File: config.mk
export PLATFORM = sky130hd
export DESIGN_NAME = cordic_iter_sequencer_flat
export DESIGN_NICKNAME = d
export VERILOG_FILES = /design/src/rtl/cordic_seq_if.sv /design/src/rtl/cordic_iter_sequencer.sv /design/src/flat_wrapper.sv
export SDC_FILE = /design/constraint.sdc
export NUM_CORES = 1
export LEC_CHECK = 0
export ABC_CLOCK_PERIOD_IN_PS = 1950
export BUFFER_PORTS_ARGS = -buffer_cell sky130_fd_sc_hd__buf_2
export CAP_MARGIN = 20
export CORE_AREA = 10 10 47 49
export CTS_CLUSTER_DIAMETER = 200
export CTS_CLUSTER_SIZE = 16
export DETAILED_ROUTE_END_ITERATION = 7
export DIE_AREA = 0 0 57 59
export GPL_TIMING_DRIVEN = 0
export PLACE_DENSITY_LB_ADDON = 0.1
export SYNTH_ARGS = -nofsm -noshare
export SYNTH_HDL_FRONTEND = slang
export SYNTH_SLANG_ARGS = --single-unit
File: constraint.sdc
create_clock -name clk -period 1.95 [get_ports clk]
set_clock_uncertainty 0.15 [all_clocks]
set_input_delay 0.0975 -clock clk [delete_from_list [all_inputs] [get_ports clk]]
set_output_delay 0.0975 -clock clk [all_outputs]
set_load 0.03 [all_outputs]
File: src/rtl/cordic_seq_if.sv
// Handshake bundle between the CORDIC control wrapper (master) and the
// iteration sequencer (slave).
interface cordic_seq_if #(
    parameter int unsigned CNT_W = 4
);
    logic             start;
    logic             hold;
    logic             abort;
    logic [CNT_W-1:0] iter_idx;
    logic             iter_valid;
    logic             first;
    logic             last;
    logic             comp_valid;
    logic             busy;
    logic             done;
    logic             aborted;

    modport master (
        output start, hold, abort,
        input  iter_idx, iter_valid, first, last, comp_valid, busy, done, aborted
    );

    modport slave (
        input  start, hold, abort,
        output iter_idx, iter_valid, first, last, comp_valid, busy, done, aborted
    );
endinterface

File: src/rtl/cordic_iter_sequencer.sv
// Iteration sequencer for the iterative CORDIC datapath: walks iter_idx over
// ITER micro-rotations with stall/abort/restart. Define CORDIC_SEQ_COMP_EN to
// insert one gain-compensation cycle between the last iteration and DONE.
module cordic_iter_sequencer #(
    parameter int unsigned ITER  = 16,
    parameter int unsigned CNT_W = 4
) (
    input  logic         clk,
    input  logic         rst_n,
    cordic_seq_if.slave  bus
);
    localparam logic [CNT_W-1:0] LAST_IDX = CNT_W'(ITER - 1);

`ifdef CORDIC_SEQ_COMP_EN
    typedef enum logic [1:0] {S_IDLE = 2'd0, S_RUN = 2'd1, S_COMP = 2'd2, S_DONE = 2'd3} state_t;
    localparam state_t AFTER_RUN = S_COMP;
`else
    typedef enum logic [1:0] {S_IDLE = 2'd0, S_RUN = 2'd1, S_DONE = 2'd3} state_t;
    localparam state_t AFTER_RUN = S_DONE;
`endif

    state_t           r_state;
    logic [CNT_W-1:0] r_idx;
    logic             r_aborted;
    logic             w_iter_valid;

    // Sequence state, index and abort acknowledge
    always_ff @(posedge clk) begin
        if (!rst_n) begin
            r_state   <= S_IDLE;
            r_idx     <= '0;
            r_aborted <= 1'b0;
        end else begin
            r_aborted <= 1'b0;
            case (r_state)
                S_IDLE: begin
                    if (bus.start) begin
                        r_state <= S_RUN;
                        r_idx   <= '0;
                    end
                end
                S_RUN: begin
                    if (bus.abort) begin
                        r_state   <= S_IDLE;
                        r_idx     <= '0;
                        r_aborted <= 1'b1;
                    end else if (!bus.hold) begin
                        if (r_idx == LAST_IDX) r_state <= AFTER_RUN;
                        else                   r_idx   <= r_idx + CNT_W'(1);
                    end
                end
`ifdef CORDIC_SEQ_COMP_EN
                S_COMP: begin
                    if (bus.abort) begin
                        r_state   <= S_IDLE;
                        r_idx     <= '0;
                        r_aborted <= 1'b1;
                    end else if (!bus.hold) begin
                        r_state <= S_DONE;
                    end
                end
`endif
                S_DONE: begin
                    // Restart straight from DONE to avoid an IDLE bubble
                    r_state <= bus.start ? S_RUN : S_IDLE;
                    r_idx   <= '0;
                end
                default: begin
                    r_state <= S_IDLE;
                    r_idx   <= '0;
                end
            endcase
        end
    end

    assign w_iter_valid   = (r_state == S_RUN) & ~bus.hold & ~bus.abort;
    assign bus.iter_valid = w_iter_valid;
    assign bus.first      = w_iter_valid & (r_idx == '0);
    assign bus.last       = w_iter_valid & (r_idx == LAST_IDX);
`ifdef CORDIC_SEQ_COMP_EN
    assign bus.comp_valid = (r_state == S_COMP) & ~bus.hold;
    assign bus.busy       = (r_state == S_RUN) | (r_state == S_COMP);
`else
    assign bus.comp_valid = 1'b0;
    assign bus.busy       = (r_state == S_RUN);
`endif
    assign bus.iter_idx   = r_idx;
    assign bus.done       = (r_state == S_DONE);
    assign bus.aborted    = r_aborted;
endmodule

File: src/flat_wrapper.sv
// flat-port wrapper written by rule: the top's interface ports become plain ports
module cordic_iter_sequencer_flat 
#(
    parameter int unsigned ITER  = 16,
    parameter int unsigned CNT_W = 4
)
  (clk, rst_n, bus_start, bus_hold, bus_abort, bus_iter_idx, bus_iter_valid, bus_first, bus_last, bus_comp_valid, bus_busy, bus_done, bus_aborted);
  cordic_seq_if #(.CNT_W(CNT_W)) bus_i ();
  input  logic clk;
  input  logic rst_n;
  input wire logic [$bits(bus_i.start)-1:0] bus_start;
  input wire logic [$bits(bus_i.hold)-1:0] bus_hold;
  input wire logic [$bits(bus_i.abort)-1:0] bus_abort;
  output wire logic [$bits(bus_i.iter_idx)-1:0] bus_iter_idx;
  output wire logic [$bits(bus_i.iter_valid)-1:0] bus_iter_valid;
  output wire logic [$bits(bus_i.first)-1:0] bus_first;
  output wire logic [$bits(bus_i.last)-1:0] bus_last;
  output wire logic [$bits(bus_i.comp_valid)-1:0] bus_comp_valid;
  output wire logic [$bits(bus_i.busy)-1:0] bus_busy;
  output wire logic [$bits(bus_i.done)-1:0] bus_done;
  output wire logic [$bits(bus_i.aborted)-1:0] bus_aborted;
  assign bus_i.start = bus_start;
  assign bus_i.hold = bus_hold;
  assign bus_i.abort = bus_abort;
  assign bus_iter_idx = bus_i.iter_idx;
  assign bus_iter_valid = bus_i.iter_valid;
  assign bus_first = bus_i.first;
  assign bus_last = bus_i.last;
  assign bus_comp_valid = bus_i.comp_valid;
  assign bus_busy = bus_i.busy;
  assign bus_done = bus_i.done;
  assign bus_aborted = bus_i.aborted;
  cordic_iter_sequencer #(.ITER(ITER), .CNT_W(CNT_W)) u_core (.clk(clk), .rst_n(rst_n), .bus(bus_i));
endmodule
After elaboration in Yosys (flattened, before gate mapping)
Cells that the tools add are included.
{"block": "op_classes", "addsub": 1, "multipliers": 0, "n_div": 0, "n_lt_le_gt_ge": 0, "eq_ne": 7, "n_shift": 0, "n_mux": 12, "bitwise_logic": 6, "reduce_logical": 5}
{"op": "$mux 4", "n": 4}
{"op": "$mux 2", "n": 4}
{"op": "$pmux 4 s2", "n": 1}
{"op": "$ne 3x3->1 const B", "n": 2}
{"op": "$pmux 2 s3", "n": 1}
{"op": "$reduce_and 3->1", "n": 2}
{"op": "$add 4x1->4 const B", "n": 1}
{"op": "$and 1x1->1", "n": 4}
{"op": "$eq 4x4->1 const B", "n": 1}
{"op": "$logic_not 4->1", "n": 1}
{"op": "$ne 3x2->1 const B", "n": 1}
{"op": "$eq 2x1->1 const B", "n": 1}
{"op": "$eq 2x2->1 const B", "n": 1}
{"op": "$logic_not 2->1", "n": 1}
{"op": "$mux 1", "n": 2}
{"op": "$ne 2x2->1 const B", "n": 1}
{"op": "$not 1->1", "n": 2}
{"op": "$reduce_and 2->1", "n": 1}
{"block": "word_totals", "ff_bits": 7, "latch_bits": 0, "ram_bits": 0, "mem_bits_ro": 0, "in_bits": 5, "wordCells": 34, "n_memories": 0}

Logic depth before layout (Yosys ltp)
Gate-level depths: netlist of the first run.
{"block": "logic_depth", "depth_word": 5, "ltp_mapped": 4, "depth_no_buf": 4}

Worst setup path after synthesis of the first run
OpenSTA, ideal clock, no wires.
{"block": "synth_path", "kind": "register to output", "from": "register u_core.r_state[0]", "to": "output port bus_first", "arrival_ps": 1643, "required_ps": 1702, "setup_slack_ps": 59, "path_stages_with_launch": 4, "path_cell_list": "dfxtp_1 -> or3b_4 -> nor2_1 -> and3_1"}
{"block": "synth_via", "elab_chain_cells": 4}
{"element": "from (decl)", "line_no": "cordic_iter_sequencer.sv:22", "rtl": "state_t r_state;"}
{"element": "from (signal assigned)", "line_no": "cordic_iter_sequencer.sv:65", "rtl": "r_state <= bus.start ? S_RUN : S_IDLE;"}
{"element": "$eq 2x1->1", "line_no": "cordic_iter_sequencer.sv:76", "rtl": "assign w_iter_valid = (r_state == S_RUN) & ~bus.hold & ~bus.abort;"}
{"element": "$and 1x1->1 (2 in series)", "line_no": "cordic_iter_sequencer.sv:76"}
{"element": "via bus_iter_valid", "line_no": "flat_wrapper.sv:15", "rtl": "output wire logic [$bits(bus_i.iter_valid)-1:0] bus_iter_valid;"}
{"element": "$and 1x1->1", "line_no": "cordic_iter_sequencer.sv:78", "rtl": "assign bus.first = w_iter_valid & (r_idx == '0);"}
{"element": "to (decl)", "line_no": "flat_wrapper.sv:16", "rtl": "output wire logic [$bits(bus_i.first)-1:0] bus_first;"}
The timed path passes the listed nets, and every way through them passes these cells.

Worst setup path in the final report of the first run
{"block": "layout_path", "from": "input port bus_abort", "to": "output port bus_first"}
{"block": "layout_via", "elab_chain_cells": 3}
{"element": "from (decl)", "line_no": "flat_wrapper.sv:13", "rtl": "input wire logic [$bits(bus_i.abort)-1:0] bus_abort;"}
{"element": "$not 1->1", "line_no": "cordic_iter_sequencer.sv:76"}
{"element": "$and 1x1->1", "line_no": "cordic_iter_sequencer.sv:76"}
{"element": "$and 1x1->1", "line_no": "cordic_iter_sequencer.sv:78"}
No other way between the ends.

==> results of run 1 <==
[layout make-up]
class | instances | area (sq um) | share of cell area [%]
multi-input cells | 36 | 250 | 43.0
flip-flops and latches | 7 | 140 | 24.1
repair buffers | 19 | 123 | 21.1
clock buffers | 4 | 26.3 | 4.52
well taps | 16 | 20.0 | 3.44
plain buffers | 2 | 11.3 | 1.94
inverters | 3 | 11.3 | 1.94
[power by group through the flow]
stage	clock network [uW]	logic, uW	registers [uW]
global route	151	63.9	150
CTS	140	57.5	149
global placement	0	50.8	152
detailed placement	0	50.1	152
finish	135	57.7	149
floorplan	0	32.6	154
[placed cells by master, fill, tap and decap left out]
cell type | Yosys | routed
nor2_2 | 0 | 1
inv_1 | 3 | 3
clkbuf_1 | 1 | 2
nand4_1 | 1 | 1
dlygate4sd3_1 | 0 | 5
nor3b_1 | 1 | 1
a21o_1 | 1 | 1
nor3_1 | 1 | 1
a21oi_1 | 1 | 1
buf_4 | 1 | 1
or3b_4 | 1 | 1
or3_1 | 1 | 1
or2b_1 | 1 | 1
and2_1 | 1 | 1
a31oi_1 | 2 | 2
a31o_1 | 1 | 1
nand2_1 | 5 | 5
nor2_1 | 2 | 1
o211a_1 | 1 | 1
a311oi_1 | 2 | 2
nand2b_1 | 1 | 1
o22ai_1 | 1 | 1
buf_2 | 0 | 13
dfxtp_1 | 7 | 7
nor4_1 | 1 | 1
and3_1 | 3 | 3
o21ai_0 | 1 | 1
nand3_1 | 1 | 1
o32ai_2 | 1 | 1
conb_1 | 1 | 1
nand4bb_1 | 1 | 1
nor2b_1 | 1 | 1
clkbuf_4 | 0 | 4
ha_1 | 2 | 2
[critical path, stage by stage]
cell and delay [ns]:
dlygate4sd3_1 0.53, buf_2 0.15, or3b_4 0.41, nor2_2 0.10, and3_1 0.16, clkbuf_4 0.18
[flip-flops by register name, indices dropped and copies added (netlist names)]
| signal | count |
|---|---|
| u_core.r_state | 2 |
| u_core.bus.aborted | 1 |
| u_core.bus.iter_idx | 4 |
[timing repair]
action | 4_1_cts | 5_1_grt
setup endpoints to repair | 0 | 1
hold buffers | 5 | 0
gates resized for setup | 0 | 2
hold endpoints to repair | 5 | 0
[per-stage QoR]
step | setup slack (ns) | cells | util [%]
after global routing | 0.0239 | 87 | 41.5
after global placement | 0.374 | 78 | 35.7
after detailed placement | 0.390 | 78 | 35.7
after floorplan | 0.0594 | 48 | -
final | 0.0812 | 87 | 41.5
after CTS | 0.0258 | 87 | 41.2
[cell usage after synthesis, types with 2 or more instances]
master    number  area [sq um]
a311oi_1       2          17.5
a31oi_1        2          12.5
and3_1         3          18.8
dfxtp_1        7           140
ha_1           2          25.0
inv_1          3          11.3
nand2_1        5          18.8
nor2_1         2          7.51
[kinds of logic (layout without fill, tap and decap cells)]
logic type | Yosys count | after routing | share of synthesized area, %
AO/OA/AOI/OAI | 11 | 11 | 21.6
adder cells (fa/ha/maj) | 2 | 2 | 6.10
buffers and inverters | 5 | 28 | 5.49
flip-flops | 7 | 7 | 34.1
other | 1 | 1 | 0.914
AND/OR/NAND/NOR | 22 | 22 | 31.7
[path summary, 6_finish.rpt]
path | startpoint | endpoint | slack, ns | cells after the start
setup / recovery | bus_abort | bus_first | 0.08 | 6
hold / removal | u_core.bus.iter_idx[0] | u_core.bus.iter_idx[0] | 0.38 | 2
setup reg to reg | u_core.r_state[0] | u_core.bus.iter_idx[1] | 0.42 | 3
hold reg to reg | u_core.bus.iter_idx[0] | u_core.bus.iter_idx[0] | 0.38 | 2
[routing by layer]
| metal | vias to the layer above | track usage (%) |
|---|---|---|
| li1 | 222 | - |
| met1 | 202 | 6.48 |
| met2 | 12 | 9.30 |
| met3 | 0 | 5.36 |
| met4 | 0 | 2.01 |
| met5 | - | 0 |
==> impl_metrics.tcl, run 1 <==
set metrics [dict create \
    yosysWarnings 0 \
    clockRootBuffer "clkbuf_4" \
    dieArea_sq_mm 0.00336 \
    ys_ff_latch 7 \
    wl_met3_um 115 \
    grt_setup_unrepaired "no" \
    ant_nets 0 \
    drt-met1-wl_um 436 \
    cts.sinks 7 \
    drcViolationCount 0 \
    critPathRequiredTime_ns 1.70 \
    vias 436 \
    grt_pass1_wl_mm 1.69 \
    synthesis.nets 55 \
    top_layer "met3" \
    viasPerCell 5.01 \
    nFillCells 152 \
    clock_path_buffers 2 \
    io_pins 16 \
    setup_viol 0 \
    grt_max_degree 9 \
    gp_congestion 0.695 \
    rows 14 \
    timing.final.crit_share_pct 95.8 \
    postSynth.asyncResetShare_pct 0 \
    ir_worst_vdd_mv 0.338 \
    grt_overflow 0 \
    dp_hpwl_um 817 \
    start_kind "input port" \
    wl_per_cell_um 11.7 \
    drt_iter0_drc 5 \
    dr_wl_met2_um 468 \
    synth_cells 48 \
    area_growth_pct 41.8 \
    post-route-min-period_ns 1.87 \
    cts_buffers 3 \
    switching_share_pct 26.7 \
    path_class "input port to primary output" \
    post-cts-setup-buffer-count 0 \
    whs_ns 0.379 \
    netSwitchingPower_uw 91.3 \
    seqPwrFrac_pct 43.6 \
    fmax_ghz 0.535 \
    maxSlewViolCount 0 \
    p_per_area_mw_per_mm2 587 \
    combinationalPowerShare_pct 16.9 \
    grt_util_all_layers_pct 6.29 \
    synthDistinctLibCells 30 \
    clk_latency_ns 0.25 \
    finalHoldViolations 0 \
    port_buffers 14 \
    nets 79 \
    ys_seq_area_share_pct 34.1 \
    core_region_area_sq_mm 0.00140 \
    tns_ns 0 \
    internal_power_uw 250 \
    syn_area_sq_um 410 \
    grt_pass1_vias 399 \
    path_clk_slew_ns 0.05 \
    drt-pass1-iter-count 4 \
    cap_viol_max_count 0 \
    final_area_sq_um 582 \
    die_width_um 57 \
    cts_tree "built" \
    crit_path_end_kind "primary output" \
    antenna_found_initial 0 \
    holdCritPathClass "flop to flop" \
    crit_path_max_fanout 5 \
    power_uw 342 \
    htree_levels 1 \
    post_dp_cell_area_sq_um 500 \
    ys.flop_type "dfxtp_1" \
    die_y_um 59 \
    start_util_pct 29.3 \
    p_leak_uw 0.000269 \
    cp.arrival_ns 1.62 \
    antenna_cells 0 \
    drive_above_1_share_pct 29.6 \
    status "finished clean" \
    synth_edf_count 0 \
    clkPwrFrac_pct 39.5 \
    wirelength_mm 1.02 \
    avgSynthCellArea_sq_um 8.55 \
]
No activity file was read; power rests on OpenSTA's default activity.
==> inputs of run 2 (changes only) <==
Settings changed: BUFFER_PORTS_ARGS -buffer_cell sky130_fd_sc_hd__buf_2 to default, DONT_BUFFER_PORTS from default to 1.
==> impl_metrics.tcl, run 2 (synthesis gave the netlist of run 1 again) <==
set metrics [dict create \
    crit_path_max_fanout 3 \
    antenna_cells 0 \
    busiest_layer "met2" \
    cap_viol_max_count 0 \
    start_kind "input port" \
    drive_above_1_share_pct 22.4 \
    ir_worst_vdd_mv 0.208 \
    start_util_pct 29.3 \
    fin_cells 74 \
    maxSlewViolCount 0 \
    grt_overflow 0 \
    die_width_um 57 \
    place_inst 64 \
    drt-pass1-iter-count 4 \
    p_per_area_mw_per_mm2 624 \
    tightest_slew_ns 0.646 \
    clockRootBuffer "clkbuf_4" \
    whs_ns 0.0691 \
    post_dp_cell_area_sq_um 430 \
    wl_per_cell_um 15.2 \
    rows 14 \
    grt_max_degree 9 \
    holdCritPathClass "input port to flop" \
    final_area_sq_um 542 \
    grt_use_met3_pct 3.43 \
    crit_path_end_kind "primary output" \
    pre_cts_slack_ns -0.113 \
    fmax_ghz 0.523 \
    port_buffers 0 \
    post-route-worst-setup-slack_ns 0.0385 \
    cts.sinks 7 \
    clock_path_buffers 2 \
    post-route-min-period_ns 1.91 \
    p_leak_uw 0.000211 \
    grt_pass1_wl_mm 1.81 \
    cp.arrival_ns 1.66 \
    dp_hpwl_um 852 \
    gp_congestion 0.680 \
    ant_nets 0 \
    finalHoldViolations 0 \
    area_growth_pct 32.0 \
    grt_setup_unrepaired "no" \
    viasPerCell 5.35 \
    nets 66 \
    timing.final.crit_share_pct 98.0 \
    vias 396 \
    antenna_found_initial 0 \
    dieArea_sq_mm 0.00336 \
    critPathRequiredTime_ns 1.70 \
    cts_buffers 3 \
    grt_util_all_layers_pct 6.88 \
    path_clk_slew_ns 0.05 \
    setup_viol 0 \
    htree_levels 1 \
    max_slew_margin_pct 56.9 \
    status "finished clean" \
    largest_reg_flops 4 \
    core_region_area_sq_mm 0.00140 \
    drt_iter0_drc 22 \
    drcViolationCount 0 \
    cts_tree "built" \
    grtUsageMet2_pct 11.0 \
    grt_pass1_vias 361 \
    nFillCells 157 \
    tns_ns 0 \
    wirelength_mm 1.13 \
    met1_usage_pct 7.15 \
    die_y_um 59 \
    clk_latency_ns 0.25 \
    layout_common_cells "nand2_1, dlygate4sd3_1, dfxtp_1" \
    io_pins 16 \
    path_class "input port to primary output" \
]
[run 2: cell types whose count changed in the layout (fill, tap and decap cells not counted), sizes merged]
cell,previous run,this run
buf,14,2
clkbuf,6,5
[run 2: final cells by class]
type / count / area, sq um / share of cell area [%]
clock buffer: 4 / 26.3 / 4.85
multi-input combinational: 36 / 272 / 50.1
sequential: 7 / 144 / 26.6
inverter: 3 / 11.3 / 2.08
tap: 16 / 20.0 / 3.70
timing repair buffer: 6 / 57.6 / 10.6
buffer: 2 / 11.3 / 2.08
[run 2: where the power goes]
group	total [uW]	switching, uW	internal, uW
clock network	134	55.5	78.2
logic	51.5	27.8	23.7
registers	153	6.22	146
[run 2: critical path, cell delays in order]
cell	delay, ns
dlygate4sd3_1	0.58
or3b_4	0.44
nor2_4	0.25
and3_4	0.30
[run 2: worst paths after layout]
check | startpoint | cells past startpoint | end | slack, ns
setup / recovery | bus_abort | 4 | bus_first | 0.04
hold / removal | bus_hold | 2 | u_core.bus.iter_idx[3] | 0.07
setup reg to reg | u_core.r_state[1] | 4 | u_core.r_state[0] | 0.17
hold reg to reg | u_core.bus.iter_idx[0] | 2 | u_core.bus.iter_idx[0] | 0.45
[run 2: metal layers]
| metal | wire length, um | vias to the layer above |
|---|---|---|
| met5 | 0 | - |
| met4 | 0 | 0 |
| met2 | 560 | 10 |
| li1 | - | 197 |
| met1 | 440 | 189 |
| met3 | 124 | 0 |
[run 2: repair_timing]
action / in CTS / in global routing
gates resized for setup: 5 / 4
setup endpoints to repair: 2 / 2
hold buffers: 5 / 0
setup buffers: 0 / 1
hold endpoints to repair: 7 / 0
pin swaps: 0 / 4
[run 2: stage by stage]
stage | util (%) | power (uW)
floorplan | - | 187
global placement | 30.7 | 192
detailed placement | 30.7 | 193
CTS | 37.6 | 339
global route | 38.7 | 357
finish | 38.7 | 338
==> inputs of run 3 (changes only) <==
Settings changed: GPL_ROUTABILITY_DRIVEN from default to 0, PLACE_DENSITY_LB_ADDON 0.1 to 0.3.
==> impl_metrics.tcl, run 3 (synthesis gave the netlist of run 1 again) <==
set metrics [dict create \
    status "finished clean" \
    largest_reg_flops 4 \
    layout_common_cells "nand2_1, dlygate4sd3_1, dfxtp_1" \
    setup_viol 0 \
    layout_commonest_cell "nand2_1" \
    holdCritPathClass "input port to flop" \
    start_util_pct 29.3 \
    grt_setup_unrepaired "no" \
    antenna_cells 0 \
    htree_levels 1 \
    grt_pass1_wl_mm 1.79 \
    clockRootBuffer "clkbuf_4" \
    port_buffers 0 \
    ant_nets 0 \
    ir_worst_vdd_mv 0.376 \
    tightest_slew_ns 0.646 \
    grt_overflow 0 \
    nets 67 \
    drcViolationCount 0 \
    io_pins 16 \
    cts.sinks 7 \
    p_leak_uw 0.000224 \
    core_region_area_sq_mm 0.00140 \
    drt_iter0_drc 8 \
    timing.final.crit_share_pct 94.3 \
    cts_tree "built" \
    power_uw 343 \
    path_clk_slew_ns 0.06 \
    p_per_area_mw_per_mm2 622 \
    cts_buffers 3 \
    cp.arrival_ns 1.59 \
    die_width_um 57 \
    worstPathCellList "or3b_4, nor2_4, and3_4" \
    dieArea_sq_mm 0.00336 \
    finalHoldViolations 0 \
    critPathRequiredTime_ns 1.70 \
    post-route-min-period_ns 1.84 \
    regArea_sq_um 144 \
    viasPerCell 5.19 \
    dp_hpwl_um 829 \
    max_slew_margin_pct 56.9 \
    clock_path_buffers 2 \
    vias 389 \
    drive_above_1_share_pct 23.7 \
    whs_ns 0.0765 \
    area_growth_pct 34.5 \
    cap_viol_max_count 0 \
    grt_max_degree 9 \
    fin_util_pct 39.4 \
    grt_pass1_vias 388 \
    crit_path_max_fanout 8 \
    antenna_found_initial 0 \
    crit_path_end_kind "primary output" \
    grt_util_all_layers_pct 6.75 \
    start_kind "flop" \
    tns_ns 0 \
    wirelength_mm 1.13 \
    path_class "flop to primary output" \
    die_y_um 59 \
    crit_family "simple AND/OR/NAND/NOR gates" \
    fin_cells 75 \
    rows 14 \
    cp_slowest_cell "or3b_4" \
    nFillCells 151 \
    multi_input_area_sq_um 272 \
    wl_per_cell_um 15.1 \
    clk_latency_ns 0.26 \
    drt-pass1-iter-count 4 \
    fmax_ghz 0.544 \
    place_inst 64 \
    max_stage_delay_ns 0.42 \
    maxSlewViolCount 0 \
    worst-path-buf-inv 0 \
]
-- run 3: path summary, 6_finish.rpt --
path / from / end / slack [ns] / depth (start not counted)
hold reg to reg: u_core.bus.iter_idx[0] / u_core.bus.iter_idx[0] / 0.43 / 2
hold / removal: bus_hold / u_core.bus.iter_idx[2] / 0.08 / 2
setup reg to reg: u_core.r_state[1] / u_core.r_state[0] / 0.16 / 4
setup / recovery: u_core.r_state[0] / bus_first / 0.11 / 3
-- run 3: power breakdown --
group          total (uW)  internal [uW]  switching (uW)
clock                 138           78.5            59.1
combinational        53.2           25.1            28.1
sequential            153            146            6.18
-- run 3: worst register-to-register path: stages, from the launching register on --
cell and delay [ns]:
dfxtp_1 0.41, and2_1 0.36, nand2_1 0.10, a21oi_1 0.14
dlygate4sd3_1 0.55
-- run 3: layout make-up --
class	count	area share, %
Multi-Input combinational cell	36	49.2
Sequential cell	7	26.1
Clock buffer	4	4.76
Tap cell	16	3.63
Timing Repair Buffer	7	12.2
Buffer	2	2.04
Inverter	3	2.04
-- run 3: stage by stage --
stage | setup WS (ns) | area, sq um
after floorplan | 0.0594 | 410
after global placement | -0.0830 | 430
after detailed placement | -0.103 | 430
after CTS | 0.0265 | 531
after global routing | 0.0153 | 552
final | 0.110 | 552
-- run 3: repair_timing --
item | CTS | global route
hold buffers | 5 | 0
resized for setup | 6 | 4
pin swaps | 0 | 4
hold endpoints to repair | 7 | 0
buffers inserted | 0 | 2
setup endpoints to repair | 2 | 2
-- run 3: per-layer routing --
layer	share of wire (%)	wire, um	vias to the layer above	track usage [%]
met5	0	0	-	0
met1	41	464	174	6.56
li1	-	-	198	-
met3	18	206	2	7.94
met4	0.80	9	0	1.01
met2	40	449	15	9.46
